<file path="src/rtl/shift_transmitter.sv">
// Parallel-to-serial shifter for the JTAG data register path: captures a word on load,
// emits len bits (MSB- or LSB-first) one per enable, pulses done with the last bit.
//   state   | meaning
//   S_IDLE  | waiting for load; out holds the last emitted bit
//   S_SHIFT | word latched; one bit leaves per enabled cycle
module shift_transmitter #(
  parameter int WIDTH     = 32,
  parameter int LSB_FIRST = 0,
  parameter int CW        = $clog2(WIDTH + 1)
) (
  input  logic             clk,
  input  logic             reset,
  input  logic             load,
  input  logic [WIDTH-1:0] in,
  input  logic [CW-1:0]    len,
  input  logic             enable,
  output logic             out,
  output logic             ready,
  output logic             busy,
  output logic             done,
  output logic [CW-1:0]    bits_left
);

  typedef enum logic {S_IDLE = 1'b0, S_SHIFT = 1'b1} state_t;

  localparam logic [CW-1:0] W_CW = CW'(WIDTH);

  state_t           r_state, w_state_nxt;
  logic [WIDTH-1:0] r_shift, w_shift_nxt, w_load_word;
  logic [CW-1:0]    r_bits_left, w_bits_nxt, w_len_eff, w_shamt;
  logic             r_out, w_out_nxt;
  logic             r_done, w_done_nxt;

  assign w_len_eff = ((len == '0) || (len > W_CW)) ? W_CW : len;
  assign w_shamt   = W_CW - w_len_eff;
  // MSB-first left-aligns a short word so the shifter always drains from the top bit.
  assign w_load_word = (LSB_FIRST != 0) ? in : (in << w_shamt);

  always_comb begin
    w_state_nxt = r_state;
    w_shift_nxt = r_shift;
    w_bits_nxt  = r_bits_left;
    w_out_nxt   = r_out;
    w_done_nxt  = 1'b0;
    case (r_state)
      S_IDLE: begin
        if (load) begin
          w_shift_nxt = w_load_word;
          w_bits_nxt  = w_len_eff;
          w_state_nxt = S_SHIFT;
        end
      end
      S_SHIFT: begin
        if (enable) begin
          w_out_nxt   = (LSB_FIRST != 0) ? r_shift[0] : r_shift[WIDTH-1];
          w_shift_nxt = (LSB_FIRST != 0) ? (r_shift >> 1) : (r_shift << 1);
          w_bits_nxt  = r_bits_left - 1'b1;
          if (r_bits_left == CW'(1)) begin
            w_state_nxt = S_IDLE;
            w_done_nxt  = 1'b1;
          end
        end
      end
      default: w_state_nxt = S_IDLE;
    endcase
  end

  always_ff @(posedge clk) begin
    if (reset) begin
      r_state     <= S_IDLE;
      r_shift     <= '0;
      r_bits_left <= '0;
      r_out       <= 1'b0;
      r_done      <= 1'b0;
    end else begin
      r_state     <= w_state_nxt;
      r_shift     <= w_shift_nxt;
      r_bits_left <= w_bits_nxt;
      r_out       <= w_out_nxt;
      r_done      <= w_done_nxt;
    end
  end

  assign out       = r_out;
  assign done      = r_done;
  assign bits_left = r_bits_left;
  assign ready     = (r_state == S_IDLE);
  assign busy      = (r_state == S_SHIFT);

endmodule

</file>
<file path="config.mk">
export PLATFORM = sky130hd
export DESIGN_NAME = shift_transmitter
export DESIGN_NICKNAME = d
export VERILOG_FILES = /design/src/rtl/shift_transmitter.sv
export SDC_FILE = /design/constraint.sdc
export NUM_CORES = 1
export LEC_CHECK = 0
export ABC_AREA = 1
export CORE_MARGIN = 8
export CORE_UTILIZATION = 39
export DETAILED_ROUTE_END_ITERATION = 16
export DONT_BUFFER_PORTS = 1
export HOLD_SLACK_MARGIN = 0.15
export PLACE_DENSITY = 0.63
export SLEW_MARGIN = 20
export SYNTH_ARGS = -nofsm -noshare
export SYNTH_HDL_FRONTEND = slang
export SYNTH_SLANG_ARGS = --single-unit
</file>
<file path="constraint.sdc">
create_clock -name clk -period 3.35 [get_ports clk]
set_clock_uncertainty 0.1 [all_clocks]
set_input_delay 0.335 -clock clk [delete_from_list [all_inputs] [get_ports clk]]
set_output_delay 0.335 -clock clk [all_outputs]
set_load 0.03 [all_outputs]
</file>
# == After elaboration in Yosys (flattened, before gate mapping) ==
# Index checks and enable logic that the tools add are counted.
# word_totals
ff_bits,41
in_bits,42
output_inout_bits,10
# classes
n_addsub,2
n_lt_le_gt_ge,1
n_eq_ne,3
n_shift,1
mux,12
bitwise,2
n_reduce_logical,5
# op_table
operator,count
2-to-1 mux 32 bit,2
one-hot mux 32 bit (2 select lines),1
left shift 32 x 6 -> 32 bit,1
2-to-1 mux 6 bit,3
one-hot mux 6 bit (2 select lines),1
"== test 6 x 1 -> 1 bit, second input constant",1
"greater-than comparator 6 bit, second input constant",1
zero test 6 bit,1
"subtractor 6 x 1 -> 6 bit, second input constant",1
"subtractor 6 bit, first input constant",1
2-to-1 mux 1 bit,4
"inequality test 2 bit, second input constant",2
AND reduction 2 bit,2
OR reduction 3 bit,1
NOT 1 bit,2
one-hot mux 1 bit (2 select lines),1
logical OR 1 bit,1

# == Longest topological paths before layout ==
# Gate-level depths: netlist of run 1.
# logic_depth
ltp_word,7
depth_mapped,16
ltp_nobuf,13

# == Worst setup path before layout of run 1 ==
# OpenSTA, ideal clock, no wires.
# synth_path
path_type,input to register
from,in len[5]
to,reg r_shift[26]
setup_ps,109
arrival_time_ps,2004
t_required_ps,3141
slack_ps,1137
stages,14
n_path_buf,3
cell_sequence,inv_2 nand2_2 buf_2 ha_1 buf_2 inv_2 clkbuf_1 nand3_1 nand3_1 nand3_1 nand3_1 nand3_1 nand2_1 inv_1
# synth_via
elab_chain_len,7
elab_cells_between_ends,8
cone_classes,add/sub (1); order compare (1); shift (1); mux (3); reduce/logical (2)
# synth_rtl
item,line_no,source
from (decl),15,"input logic [CW-1:0] len,"
greater-than comparator 6 bit or zero test 6 bit (tied branches),34,assign w_len_eff = ((len == '0) || (len > W_CW)) ? W_CW : len;
logical OR 1 bit,34,
2-to-1 mux 6 bit *,34,
subtractor 6 bit *,35,assign w_shamt = W_CW - w_len_eff;
left shift 32 x 6 -> 32 bit *,37,assign w_load_word = (LSB_FIRST != 0) ? in : (in << w_shamt);
2-to-1 mux 32 bit *,47,if (load) begin
one-hot mux 32 bit (2 select lines) *,45,case (r_state)
to (signal assigned),77,r_shift <= w_shift_nxt;
to (decl),29,"logic [WIDTH-1:0] r_shift, w_shift_nxt, w_load_word;"
# Every way passes the cells marked *; elsewhere a longest branch is shown, timed or not. The select of a mux whose other input is x is not followed.
# A chain may end at the register's enable or synchronous reset.

# == Worst setup path in the final report of run 1 ==
# layout_path
from,reg r_state (netlist: busy)
to,reg r_shift[31]
# layout_via
elab_chain_len,3
elab_cells_between_ends,5
cone_classes,eq/ne (2); mux (1); bitwise (1); reduce/logical (1)
# layout_rtl
item,line_no,source
from (decl),28,"state_t r_state, w_state_nxt;"
from (signal assigned),76,r_state <= w_state_nxt;
NOT 1 bit *,n/a,
named net ready,18,"output logic ready,"
inequality test 2 bit (no line),n/a,
AND reduction 2 bit (no line),n/a,
# The timed path passes the listed nets; every way through them passes the cells marked *.

==> run_results.csv, run 1 <==
group,metric,value,unit
floorplan,die_area,13160,sq um
job,cap_violations,0,
clocking,worstSkewPairLatency,0.30,ns
detailed_routing,wire_per_inst,16.42,microns
critical_path,cp_num_buf_inv,3,
logic_synthesis,yosys.area.top_type_share,0.3186,
timing,rsz0062_at_grt,"no",
logic_synthesis,postSynthAreaPerCell,5.733,sq um
timing,hold_viol_final,0,
grt,overflow,0,
power,total_power,1.690,mW
layout,mostFrequentLayoutCells,"242 x nand3_1, 140 x nand2_1, 69 x o21ai_0",
detailed_routing,ant_nets,0,
logic_synthesis,synth_nets,708,
timing,fmax,440.6,MHz
detailed_routing,route.detailed.drc,0,
logic_synthesis,synth_cell_types,27,
timing,final.setup.tns,0,ns
logic_synthesis,synthAdderAreaFrac,0.009875,
logic_synthesis,synth_simple_gate_area_share,0.5059,
critical_path,max_stage_delay,0.49,ns
detailed_routing,drt-pass1-iter-count,5,
timing,setup_violations,0,
logic_synthesis,ys_seq_area_frac,0.2159,
timing,post-route-min-period,2.269,ns
layout,area.growth.synth_to_final,2.699,%
power,p_per_area,433.0,nW/um^2
layout,layout_commonest_cell,"nand3_1",
clocking,clockBufferDepth,2,
floorplan,rows,36,
logic_synthesis,ys_ff_latch,41,
logic_synthesis,syn_area,3801,sq um
critical_path,start_kind,"register",
floorplan,coreArea,9639,sq um
run_status,status,"finished clean",
grt,grt_pass1_vias,4063,
grt,gr-usage-met3,0.04114,
detailed_routing,vias,4450,
placement,port_buffers,0,
grt,use_met2,0.3109,
detailed_routing,routed_via_density,5.825,
layout,fin_util,0.4050,
critical_path,critPathMaxFanout,23,
layout,fin_area,3904,sq um
timing,worst_pin_slew,0.9601,ns
placement,placed_cell_area,3746,sq um
logic_synthesis,synth_compound_area_frac,0.1455,
grt,antenna_found_initial,0,
logic_synthesis,ys_top_cells_by_area,"nand3_1 32%, dfxtp_1 22%, nand2_1 14%, o21ai_0 9.1%, a21oi_1 3.8%",
logic_synthesis,yosys.area_share.xor_xnor,0.006912,
logic_synthesis,synth_top_family_by_area,"simple AND/OR/NAND/NOR gates",
layout,final_net_count,675,
power,max-vdd-ir-drop,0.3777,mV
critical_path,cp_slowest_cell,"inv_1",
logic_synthesis,synth_mux_area_frac,0,
timing,min_period_over_period,0.6774,
critical_path,crit_family,"buffers and inverters",
detailed_routing,drtIter0Drc,723,
hold_path,min-delay-path-class,"primary input to register",
critical_path,critPathRequiredTime,3.49,ns
placement,dp_hpwl,8883,microns
placement,dp_cells,754,
critical_path,crit_arrival,2.41,ns
clocking,cts-root-buf,"clkbuf_8",
clocking,cts_buffers,5,
grt,top_usage_layer,"met2",
timing,whs,0.2401,ns
critical_path,path_cells,"inv_1, nand2_1, inv_2, nand3_1, nand3_1, nand2_1, inv_1",
timing,relSlewSlack,0.3592,
grt,grt_use_met1,0.2365,
grt,grt_max_degree,43,
floorplan,start_util,0.3943,
placement,preCtsSetupSlack,0.8672,ns
floorplan,die-width,114.7,microns
clocking,cts_max_level,2,
placement,gp_congestion,0.9292,
critical_path,worst_setup_path_end_kind,"register",
grt,grt_usage,0.1879,
logic_synthesis,synthCells,663,
critical_path,path_class,"register to register",
layout,fin_cells,764,
clocking,clk_pin_slew_worst_paths,0.09,ns
clocking,numClockSinks,41,
logic_synthesis,synth_top_cell_by_area,"nand3_1",
detailed_routing,wirelength,12550,microns
timing,drv_slew,0,
power,p_leak,1.798,nW
layout,antenna_cells,0,
timing,layout_setup_ws,1.081,ns
floorplan,die_h,114.7,microns
grt,grt_pass1_wl,20240,microns
layout,drive_above_1_share,0.05388,
clocking,cts_tree,"yes",
floorplan,io_pins,52,
logic_synthesis,yosys_warnings,0,
## timing repair
item	CTS	global route
setup buffers	0	0
gates resized for setup	0	0
hold buffers	2	0
hold endpoints to repair	7	0
## worst register-to-register path, stage by stage, from the launching register on
cell     delay [ns]
dfxtp_1        0.45
inv_1          0.49
nand2_1        0.28
inv_2          0.39
nand3_1        0.21
nand3_1        0.19
nand2_1        0.07
inv_1          0.05
## cell type report
class / count / area (sq um)
repair buffers: 8 / 65.06
clock inverters: 3 / 68.82
flip-flops and latches: 41 / 820.8
clock buffers: 5 / 68.82
inverters: 45 / 173.9
well taps: 133 / 166.4
multi-input cells: 529 / 2540
fillers: 1100 / 5736
## path summary, 6_finish.rpt
path,startpoint,to,slack (ns),cells past startpoint
min,len[1],bits_left[5],0.24,5
min reg2reg,r_shift[0],r_shift[0],0.36,2
max reg2reg,busy,r_shift[31],1.08,7
max,busy,r_shift[31],1.08,7
## registers in the layout, indices dropped and copies added, names as in the netlist
register	cells
done	1
bits_left	6
r_shift	32
out	1
busy	1
## report_power, final
group          switching (mW)  leakage [nW]  internal (mW)
clock network           0.186        0.0687          0.300
registers              0.0455         0.339          0.535
logic                   0.432          1.39          0.192
total                   0.664          1.80           1.03
## cells in the mapped netlist, drive strengths merged
cell / instances
a211oi: 2
a21oi: 29
a221oi: 2
buf: 35
clkbuf: 13
dfxtp: 41
ha: 3
inv: 45
nand2: 149
nand3: 242
nand4: 3
nor2: 21
nor3: 1
o211ai: 2
o21ai: 72
xnor2: 1
xor2: 2
## metal layers
| metal | vias up | part of all wire |
|---|---|---|
| met1 | 2034 | 0.43 |
| met4 | 0 | 0.026 |
| met2 | 185 | 0.46 |
| met5 | - | 0 |
| li1 | 2207 | - |
| met3 | 24 | 0.082 |
## cells by family (layout without fill, tap and decap cells)
group	Yosys count	in the layout
simple gates	416	416
compound gates	107	107
flops	41	41
xor+xnor	3	3
buf+inv	93	61
fa+ha+maj	3	3
Note: power is estimated with default switching activity, not from simulation.
==> run 2, diff against run 1 <==
Settings changed: PLACE_DENSITY 0.63 to 0.65.
Clock period 3.35 ns to 1.9 ns, I/O delays scaled along.
==> run 2 against run 1 <==
Net effect:
- global-route usage up 1.2 points
- sequential share of layout area down 1.7 points
- sequential power up 74%
- flip-flop and latch count unchanged
- largest power group unchanged
- wire length up 2.1%
- critical endpoint is now r_shift[29]
- final cell count up 4.6%
==> run_results.csv, run 2 (same netlist as run 1, synthesis figures left out) <==
group,metric,value,unit
layout,fin_area,4242,sq um
floorplan,coreArea,9639,sq um
timing,rsz0062_at_grt,"no",
timing,worst_pin_slew,0.4558,ns
clocking,clk_pin_slew_worst_paths,0.08,ns
floorplan,start_util,0.3943,
timing,final.setup.tns,0,ns
critical_path,path_cells,"dlygate4sd3_1, nand2_2, inv_2, nand4_1, nand2_4, buf_4, nand3_1, nand3_1, nand3_1, nand2_1, inv_1",
critical_path,critPathMaxFanout,8,
critical_path,cpMostUsedCell,"nand3_1",
hold_path,hp-start,"len[5]",
clocking,clockBufferDepth,2,
timing,layout_setup_ws,0.1576,ns
power,max-vdd-ir-drop,0.4222,mV
layout,area.growth.synth_to_final,11.59,%
clocking,cts_buffers,5,
layout,mostFrequentLayoutCells,"242 x nand3_1, 139 x nand2_1, 69 x o21ai_0",
layout,fin_cells,799,
detailed_routing,wirelength,12810,microns
critical_path,start_kind,"primary input",
timing,hold_viol_final,0,
layout,final_net_count,710,
critical_path,worstSetupEndpoint,"r_shift[29]",
placement,dp_cells,781,
timing,post-route-min-period,1.742,ns
floorplan,die_area,13160,sq um
timing,setup_violations,0,
layout,fin_util,0.4400,
layout,antenna_cells,0,
grt,grt_pass1_wl,21520,microns
run_status,status,"finished clean",
critical_path,worst_setup_path_end_kind,"register",
floorplan,io_pins,52,
power,total_power,2.835,mW
critical_path,r2r-end,"r_shift[23]",
clocking,cts_max_level,2,
critical_path,path_depth,11,
job,cap_violations,0,
critical_path,reg2reg_from,"busy",
critical_path,worstSetupStartpoint,"len[3]",
detailed_routing,vias,4635,
clocking,cts-root-buf,"clkbuf_8",
clocking,numClockSinks,41,
critical_path,cp_num_buf_inv,4,
layout,multi_input_area,2552,sq um
floorplan,rows,36,
floorplan,die-width,114.7,microns
detailed_routing,routed_via_density,5.801,
power,p_leak,1.982,nW
power,p_per_area,668.4,nW/um^2
placement,preCtsSetupSlack,-0.05012,ns
critical_path,cp_slowest_cell,"dlygate4sd3_1",
placement,port_buffers,0,
clocking,cts_setup_buffers,0,
timing,whs,0.1697,ns
critical_path,max_stage_delay,0.57,ns
critical_path,rr_worst_depth,7,
detailed_routing,route.detailed.drc,0,
layout,layout_commonest_cell,"nand3_1",
critical_path,rrSetupSlack,0.35,ns
timing,fmax,573.9,MHz
clocking,worstSkewPairLatency,0.30,ns
grt,grt_max_degree,39,
placement,gp_congestion,0.9236,
grt,antenna_found_initial,0,
critical_path,path_class,"primary input to register",
grt,grt_pass1_vias,4392,
critical_path,crit_arrival,1.85,ns
layout,ff_latch_area,820.8,sq um
clocking,cts_tree,"yes",
detailed_routing,ant_nets,0,
timing,relSlewSlack,0.6957,
layout,largest_reg_flops,32,
layout,drive_above_1_share,0.09159,
detailed_routing,drtIter0Drc,582,
placement,dp_hpwl,9665,microns
placement,placed_cell_area,4041,sq um
timing,drv_slew,0,
layout,regMostFlops,"r_shift",
grt,grt_usage,0.1994,
detailed_routing,drt-pass1-iter-count,6,
floorplan,die_h,114.7,microns
layout,fill_cells,1076,
critical_path,critPathRequiredTime,2.00,ns
grt,overflow,0,
critical_path,crit_family,"buffers and inverters",
hold_path,min-delay-path-class,"primary input to register",
timing,min_period_over_period,0.9171,
detailed_routing,wire_per_inst,16.03,microns
run 2: worst min path at each step:
stage	to	slack, ns	cells past startpoint
finish	bits_left[3]	0.17	5
global route	bits_left[3]	0.20	5
CTS	bits_left[3]	0.17	5
detailed placement	r_shift[0]	0.16	1
global placement	bits_left[3]	0.16	1
floorplan	busy	0.25	2
run 2: layer usage:
| metal | up-vias | routed length [microns] | global-route usage |
|---|---|---|---|
| li1 | 2279 | - | - |
| met1 | 2114 | 5341 | 0.2378 |
| met2 | 196 | 5962 | 0.3324 |
| met3 | 46 | 959 | 0.04483 |
| met4 | 0 | 546 | 0.09457 |
| met5 | - | 0 | 0 |
run 2: report_power, final:
group	total [mW]	switching (mW)	internal, mW
Combinational	1.27	0.806	0.459
Sequential	1.01	0.0638	0.943
Clock	0.563	0.308	0.255
run 2: final cells by class:
class / count / area share
Inverter: 45 / 0.04277
Sequential cell: 41 / 0.1935
Clock buffer: 6 / 0.01711
Timing Repair Buffer: 43 / 0.1032
Multi-Input combinational cell: 529 / 0.6018
Tap cell: 133 / 0.03923
Clock inverter: 2 / 0.002360
run 2: worst register-to-register path: stages, from the launching register on:
cell     delay, ns
dfxtp_1       0.34
nor2_1        0.27
inv_1         0.14
buf_4         0.24
o21ai_0       0.11
nand2_1       0.07
a21oi_1       0.12
nor2_1        0.06
run 2: repair_timing:
action	4_1_cts	5_1_grt
endpoints found under the hold margin	9	0
gates resized for setup	0	5
endpoints found under the setup margin	0	10
hold buffers	10	0
==> run 3, diff against run 2 <==
Settings changed: PLACE_DENSITY 0.65 to 0.63.
Clock period 1.9 ns to 2.1 ns, I/O delays scaled along.
==> run 3 against run 2 <==
Net effect:
- clock power down 2%
- register-to-register slack better by 0.08 ns
- die area is the same
- core utilization fell by 1.8 points
- non-clock buffer count is 17 lower
- via count down 1.8%
- critical path type unchanged
- sequential power is 9% lower
- setup slack better by 0.024 ns
- largest cell class unchanged
- highest routed layer unchanged
- first-iteration DRC count decreased by 8.2%
- cell area down 4.0%
==> run_results.csv, run 3 (same netlist as run 1, synthesis figures left out) <==
group,metric,value,unit
floorplan,die-width,114.7,microns
grt,grt_max_degree,43,
layout,fin_cells,782,
layout,regMostFlops,"r_shift",
clocking,cts_max_level,2,
clocking,worstSkewPairLatency,0.30,ns
clocking,cts_tree,"yes",
layout,layout_commonest_cell,"nand3_1",
timing,relSlewSlack,0.7092,
placement,dp_hpwl,9330,microns
layout,largest_reg_flops,32,
floorplan,start_util,0.3943,
power,p_leak,1.878,nW
detailed_routing,routed_via_density,5.818,
clocking,cts-root-buf,"clkbuf_8",
layout,fin_util,0.4225,
timing,drv_slew,0,
detailed_routing,vias,4550,
timing,post-route-min-period,1.919,ns
detailed_routing,drt-pass1-iter-count,6,
power,swShare,0.4267,
floorplan,coreArea,9639,sq um
floorplan,io_pins,52,
timing,rsz0062_at_grt,"no",
placement,port_buffers,0,
grt,grt_pass1_vias,4378,
power,pwr-share-clk,0.218,
detailed_routing,route.detailed.drc,0,
grt,antenna_found_initial,0,
grt,overflow,0,
clocking,cts_buffers,5,
layout,area.growth.synth_to_final,7.143,%
grt,grt_pass1_wl,21220,microns
timing,hold_viol_final,0,
detailed_routing,ant_nets,0,
detailed_routing,drtIter0Drc,534,
critical_path,max_stage_delay,0.58,ns
hold_path,hp-start,"len[5]",
grt,grt_usage,0.1949,
clocking,clk_pin_slew_worst_paths,0.09,ns
layout,fill_cells,1114,
critical_path,worstSetupStartpoint,"len[2]",
clocking,clockBufferDepth,2,
layout,antenna_cells,0,
critical_path,critPathMaxFanout,25,
layout,drive_above_1_share,0.07242,
hold_path,min-delay-path-class,"primary input to register",
power,switching_power,1.086,mW
critical_path,start_kind,"primary input",
timing,worst_pin_slew,0.4356,ns
job,cap_violations,0,
critical_path,cp_slowest_cell,"dlygate4sd3_1",
timing,min_period_over_period,0.9138,
power,pwr-share-comb,0.422,
critical_path,reg2reg_from,"bits_left[1]",
floorplan,die_h,114.7,microns
critical_path,crit_arrival,2.03,ns
clocking,numClockSinks,41,
critical_path,worst_setup_path_end_kind,"register",
timing,fmax,521.1,MHz
detailed_routing,wirelength,12620,microns
run_status,status,"finished clean",
power,p_per_area,625.1,nW/um^2
power,seqPwrFrac,0.360,
power,intPower,1.459,mW
power,max-vdd-ir-drop,0.3448,mV
placement,dp_cells,767,
critical_path,path_cells,"dlygate4sd3_1, nand2_4, inv_2, nand2_1, nand2_2, buf_12, nand3_1, nand3_1, nand3_1, nand3_1, nand2_1, inv_1",
critical_path,critPathRequiredTime,2.21,ns
floorplan,die_area,13160,sq um
placement,gp_congestion,0.9606,
critical_path,path_class,"primary input to register",
floorplan,rows,36,
detailed_routing,wire_per_inst,16.14,microns
critical_path,cpMostUsedCell,"nand3_1",
clocking,cts_setup_buffers,0,
layout,final_net_count,693,
power,total_power,2.546,mW
timing,setup_violations,0,
layout,mostFrequentLayoutCells,"242 x nand3_1, 140 x nand2_1, 69 x o21ai_0",
-- run 3: worst max-delay path, delay by kind of cell --
kind                   cells  cell delay (ns)
AND/OR/NAND/NOR            8             0.95
buffers and inverters      4             0.87
-- run 3: final timing paths --
kind,to,slack (ns),cells after the start
worst max-delay path,r_shift[31],0.18,12
worst min-delay path,bits_left[5],0.17,4
worst max register to register,bits_left[4],0.43,6
worst min register to register,r_shift[0],0.37,2
-- run 3: per-layer routing --
metal,part of all wire,GRT usage,vias up
li1,-,-,2245
met2,0.46,0.3293,181
met3,0.071,0.03639,32
met4,0.034,0.07706,0
met1,0.43,0.2389,2092
met5,0,0,-
-- run 3: repair_timing --
item | CTS | global route
resized for setup | 0 | 2
hold buffers | 7 | 0
setup endpoints to repair | 0 | 7
hold endpoints to repair | 9 | 0
-- run 3: cell type report --
class / instances / area [sq um] / share of cell area
multi-input cells: 529 / 2540 / 0.6237
flip-flops and latches: 41 / 820.8 / 0.2015
repair buffers: 26 / 275.3 / 0.06759
inverters: 45 / 176.4 / 0.04332
well taps: 133 / 166.4 / 0.04086
clock buffers: 5 / 68.82 / 0.01690
clock inverters: 3 / 25.02 / 0.006144
-- run 3: power by group through the flow --
stage / sequential [mW] / clock, mW / combinational [mW]
floorplan: 0.931 / 0 / 0.803
global placement: 0.934 / 0 / 1.04
detailed placement: 0.935 / 0 / 1.05
CTS: 0.917 / 0.560 / 1.06
global route: 0.929 / 0.591 / 1.21
finish: 0.918 / 0.554 / 1.07
-- run 3: through the flow --
| step | worst slack [ns] | cell area (sq um) | hold slack [ns] | TNS, ns |
|---|---|---|---|---|
| 5_1_grt | 0.03943 | 4073 | 0.1862 | 0 |
| 2_1_floorplan | 0.01248 | 3801 | 0.2689 | 0 |
| 3_5_place_dp | -0.03847 | 3906 | 0.1837 | -0.03847 |
| 3_3_place_gp | -0.04911 | 3906 | 0.1806 | -0.04911 |
| 4_1_cts | 0.1371 | 4070 | 0.1751 | 0 |
| 6_report | 0.1811 | 4073 | 0.1745 | 0 |
